File: src/rtl/reg_no_encoder_pkg.sv
// Shared types and sizes for the register-number encoder and its round-robin picker.
package reg_no_encoder_pkg;

  localparam int N_REGS = 4;
  localparam int REG_W  = 2;
  localparam int CNT_W  = 8;

  typedef logic [REG_W-1:0] reg_no_t;

  typedef enum logic [0:0] {
    IDLE = 1'b0,
    HOLD = 1'b1
  } state_t;

  function automatic logic [N_REGS-1:0] onehot(input reg_no_t idx);
    logic [N_REGS-1:0] v;
    v      = '0;
    v[idx] = 1'b1;
    return v;
  endfunction

endpackage

File: src/rtl/rr_pick4.sv
// Combinational round-robin first-one finder over four lines, searching from ptr upward with wrap.
module rr_pick4
  import reg_no_encoder_pkg::*;
(
  input  logic [N_REGS-1:0] vec,
  input  reg_no_t           ptr,
  output logic              found,
  output reg_no_t           idx
);

  // Walk the offsets from farthest to nearest so the closest set bit to ptr wins.
  // NOTE: every output of a combinational block gets a default first; otherwise a latch is inferred.
  always_comb begin
    found = 1'b0;
    idx   = '0;
    for (int k = N_REGS - 1; k >= 0; k--) begin
      if (vec[ptr + reg_no_t'(k)]) begin
        found = 1'b1;
        idx   = ptr + reg_no_t'(k);
      end
    end
  end

endmodule

File: src/rtl/reg_no_encoder.sv
// Collects one-hot register requests and hands out one encoded register number at a time
// on a valid/ready handshake, round-robin between pending requests.
module reg_no_encoder
  import reg_no_encoder_pkg::*;
(
  input  logic               clk,
  input  logic               rst_n,
  input  logic [N_REGS-1:0]  req,
  output logic [REG_W-1:0]   reg_no,
  output logic               reg_valid,
  input  logic               reg_ready,
  output logic [N_REGS-1:0]  pending,
  output logic [CNT_W-1:0]   merge_cnt
);

  state_t            state, state_next;
  reg_no_t           ptr, ptr_next;
  reg_no_t           reg_no_next;
  logic              accept;
  logic [N_REGS-1:0] clr;
  logic [N_REGS-1:0] cand;
  logic [N_REGS-1:0] merge_hit;
  logic [2:0]        merge_add;
  logic [CNT_W:0]    merge_sum;
  logic              idle_found, next_found;
  reg_no_t           idle_idx, next_idx;

  assign reg_valid = (state == HOLD);
  assign accept    = reg_valid && reg_ready;
  assign clr       = accept ? onehot(reg_no) : '0;
  // Selection only looks at already-latched requests, never the same-cycle req.
  assign cand      = pending & ~clr;
  assign merge_hit = req & cand;

  rr_pick4 u_pick_idle (
    .vec   (pending),
    .ptr   (ptr),
    .found (idle_found),
    .idx   (idle_idx)
  );

  rr_pick4 u_pick_next (
    .vec   (cand),
    .ptr   (reg_no + reg_no_t'(1)),
    .found (next_found),
    .idx   (next_idx)
  );

  always_comb begin
    state_next  = state;
    reg_no_next = reg_no;
    ptr_next    = ptr;
    unique case (state)
      IDLE: begin
        if (idle_found) begin
          reg_no_next = idle_idx;
          state_next  = HOLD;
        end
      end
      HOLD: begin
        if (reg_ready) begin
          ptr_next = reg_no + reg_no_t'(1);
          if (next_found) reg_no_next = next_idx;
          else            state_next  = IDLE;
        end
      end
      default: state_next = IDLE;
    endcase
  end

  always_comb begin
    merge_add = '0;
    for (int i = 0; i < N_REGS; i++) merge_add = merge_add + 3'(merge_hit[i]);
  end

  assign merge_sum = {1'b0, merge_cnt} + (CNT_W+1)'(merge_add);

  // NOTE: state registers use non-blocking assignments so every flop samples pre-edge values.
  always_ff @(posedge clk or negedge rst_n) begin
    if (!rst_n) begin
      state     <= IDLE;
      reg_no    <= '0;
      ptr       <= '0;
      pending   <= '0;
      merge_cnt <= '0;
    end else begin
      state     <= state_next;
      reg_no    <= reg_no_next;
      ptr       <= ptr_next;
      pending   <= cand | req;
      merge_cnt <= merge_sum[CNT_W] ? {CNT_W{1'b1}} : merge_sum[CNT_W-1:0];
    end
  end

endmodule

File: config.mk
export PLATFORM = sky130hd
export DESIGN_NAME = reg_no_encoder
export DESIGN_NICKNAME = d
export VERILOG_FILES = /design/src/rtl/reg_no_encoder_pkg.sv /design/src/rtl/rr_pick4.sv /design/src/rtl/reg_no_encoder.sv
export SDC_FILE = /design/constraint.sdc
export NUM_CORES = 1
export LEC_CHECK = 0
export CAP_MARGIN = 20
export CORE_UTILIZATION = 45
export DETAILED_ROUTE_END_ITERATION = 10
export GPL_TIMING_DRIVEN = 0
export MAX_ROUTING_LAYER = met4
export PLACE_DENSITY = 0.68
export SYNTH_ARGS = -nofsm -noshare
export SYNTH_HDL_FRONTEND = slang
export SYNTH_SLANG_ARGS = --single-unit
File: constraint.sdc
create_clock -name clk -period 3.5 [get_ports clk]
set_input_delay 0.875 -clock clk [delete_from_list [all_inputs] [get_ports clk]]
set_output_delay 0.875 -clock clk [all_outputs]
set_load 0.02 [all_outputs]
==> impl_metrics.py <==
metrics = {
    "outcome": {
        "status": "complete, no violations",
    },
    "synthesis": {
        "synthArstFlopShare_pct": 100.0,
        "muxShareOfSynthArea_pct": 3.417,
        "syn_nets": 155,
        "synth_area_um2": 1245,
        "yosys.area_share.xor_xnor_pct": 1.407,
        "synthCells": 140,
        "synthFlopType": "dfrtp_1",
        "postSynthAreaPerCell_um2": 8.892,
        "yosysWarnings": 0,
        "synthSimpleGateAreaFrac_pct": 24.52,
        "synth_compound_area_share_pct": 18.99,
        "yosysUniqueCellTypes": 43,
        "synth_top_family_by_area": "simple AND/OR/NAND/NOR gates",
        "synth_edf_count": 0,
        "synth_seq_cells": 17,
        "synth_fa_ha_area_share_pct": 9.849,
        "ys_seq_area_share_pct": 34.17,
    },
    "clock_network": {
        "cts_buffer_depth": 2,
        "tritoncts": "yes",
        "cts-resized-gates": 0,
        "cts_htree_levels": 1,
        "cts_num_sinks": 17,
        "cts_buffers": 3,
        "post-cts-setup-buffers": 0,
        "clock_latency_ns": 0.29,
        "holdBufCountCts": 0,
        "path_clk_slew_ns": 0.10,
        "clockRootBuffer": "clkbuf_4",
    },
    "drt": {
        "drtPass1Iterations": 5,
        "dr_total_vias": 1107,
        "wl_per_cell_um": 14.34,
        "wl_mm": 2.782,
        "drcViolationCount": 0,
        "ant_nets": 0,
        "drt-initial-drc-count": 39,
        "vias_per_cell": 5.706,
    },
    "timing": {
        "maxSlewViolCount": 0,
        "rsz0062_at_grt": "false",
        "worst_slew_pin_slew_ns": 0.7534,
        "fin_tns_setup_ns": 0,
        "setup_viol": 0,
        "setup_slack_ns": 0.2932,
        "max_freq_mhz": 311.8,
        "hold_ws_ns": 0.5079,
        "max_slew_margin_pct": 49.61,
        "hold_viol": 0,
        "period_share_pct": 91.62,
        "clock_skew_ns": 0.001609,
        "period_needed_ns": 3.207,
    },
    "worst_hold_path": {
        "hp-class": "register to register",
        "holdCritStartpoint": "merge_cnt[6]",
        "min_to": "merge_cnt[6]",
        "hold_depth": 1,
    },
    "finish": {
        "utilization_pct": 59.93,
        "design_area_um2": 1525,
        "layout-drive-gt1-share_pct": 14.63,
        "final_nets": 180,
        "nFillCells": 219,
        "diodes": 0,
        "final_cells": 194,
        "syn_to_final_growth_pct": 22.51,
        "mostFrequentLayoutCells": "clkdlybuf4s50_1, nand2_1, dfrtp_1",
        "final_common_cell": "clkdlybuf4s50_1",
    },
    "critical_path": {
        "crit_path_max_fanout": 9,
        "rr_startpoint": "reg_no[0]",
        "r2r-end": "merge_cnt[3]",
        "rrSetupSlack_ns": 0.29,
        "criticalPathCategory": "register to register",
        "end_kind": "register",
        "crit_arrival_ns": 3.38,
        "cp_data_required_time_ns": 3.67,
        "worstSetupStartpoint": "reg_no[0]",
        "r2r_cells": 13,
        "critPathLaunchType": "register",
    },
    "floorplan": {
        "die_h_um": 54.60,
        "initial_core_util_pct": 48.92,
        "chipWidth_um": 54.60,
        "io-pin-count": 22,
        "die_area_um2": 2981,
        "coreArea_um2": 2545,
        "fp-row-count": 18,
    },
    "power_and_ir_drop": {
        "ir_worst_vdd_uv": 614.5,
        "p_leak_nw": 0.6761,
        "powerDensity_nw_per_um2": 890.4,
        "p_sw_share_pct": 46.11,
        "p_int_mw": 0.7319,
        "finalPower_mw": 1.358,
        "p_clk_share_pct": 7.8,
        "power.share.sequential_pct": 27.2,
        "pwr-share-comb_pct": 65.0,
        "p_sw_mw": 0.6261,
    },
    "global_routing": {
        "grt_pass1_wl_mm": 4.719,
        "gr-total-overflow": 0,
        "grt_antenna_before_repair": 0,
        "grt_max_degree": 18,
        "first_global_vias": 1066,
        "grtUsageTotal_pct": 23.17,
    },
    "placement": {
        "pre_cts_slack_ns": 0.03689,
        "portBuffers": 20,
        "dpl-instance-area_um2": 1483,
        "dpl.hpwl_mm": 2.160,
        "gp_congestion": 0.8949,
        "dp.cells": 190,
    },
    "run": {
        "timing.max_cap.violations": 0,
    },
}
==> logic make-up after synthesis <==
group / after synthesis
simple gates: 58
xor+xnor: 2
flops: 17
mux: 3
buf+inv: 18
fa+ha+maj: 8
compound gates: 34
==> critical path, stage by stage (launching register included) <==
cell     delay [ns]
dfrtp_2        0.41
buf_2          0.20
inv_1          0.12
ha_1           0.22
and3_1         0.22
nor2_4         0.13
nand2_1        0.08
fa_1           0.51
fa_1           0.20
inv_1          0.06
fa_1           0.41
and3_2         0.27
nand3_2        0.14
o21ai_0        0.11
==> power by group through the flow <==
| stage | Combinational [mW] | Clock [mW] | Sequential (mW) |
|---|---|---|---|
| after global placement | 0.846 | 0 | 0.363 |
| after floorplan | 0.515 | 0 | 0.440 |
| final | 0.883 | 0.106 | 0.369 |
| after CTS | 0.873 | 0.112 | 0.369 |
| after detailed placement | 0.871 | 0 | 0.370 |
| after global routing | 0.984 | 0.120 | 0.387 |
==> worst max path at each step <==
| stage | to | slack (ns) | cells past startpoint |
|---|---|---|---|
| 6_report | merge_cnt[3] | 0.29 | 13 |
| 3_3_place_gp | merge_cnt[5] | 0.08 | 9 |
| 4_1_cts | merge_cnt[3] | 0.05 | 13 |
| 3_5_place_dp | merge_cnt[3] | 0.04 | 9 |
| 2_1_floorplan | merge_cnt[3] | 0.35 | 13 |
| 5_1_grt | merge_cnt[3] | 0.02 | 13 |
==> per-layer routing <==
metal | vias up | track usage, % | part of all wire, %
li1 | 539 | - | -
met1 | 524 | 27.87 | 43
met2 | 36 | 39.16 | 50
met3 | 8 | 4.444 | 4.9
met4 | 0 | 6.410 | 1.5
met5 | - | - | 0
==> cell usage after synthesis (2+ instances only) <==
cell,instances,area (um^2)
a21oi_1,7,35.03
a2bb2oi_1,2,17.52
a31oi_1,3,18.77
and2_1,2,12.51
and3_1,4,25.02
buf_2,4,20.02
buf_6,3,33.78
clkbuf_1,2,7.510
dfrtp_1,17,425.4
fa_1,3,60.06
ha_1,5,62.56
inv_1,9,33.78
mux2i_1,2,20.02
nand2_1,16,60.06
nand2b_1,5,31.28
nand3_1,10,50.05
nand4_1,2,12.51
nor2_1,8,30.03
nor2b_1,2,12.51
o211ai_1,2,15.01
o21ai_0,8,40.04
or2_2,2,12.51
xnor2_1,2,17.52
==> registers in the layout, summed over array words and instances, names as in the netlist <==
name and count:
merge_cnt 8, pending 4, ptr 2, reg_no 2
reg_valid 1
==> cell type report <==
cell class                 instances  area, um^2  area share (%)
buffer                             9       61.31           4.020
tap                               30       37.54           2.461
timing repair buffer              20       200.2           13.13
sequential                        17       426.7           27.97
multi-input combinational        105       738.2           48.40
clock inverter                     1       5.005          0.3281
inverter                           9       33.78           2.215
clock buffer                       3       22.52           1.477
No activity file was read; power rests on OpenSTA's default activity.
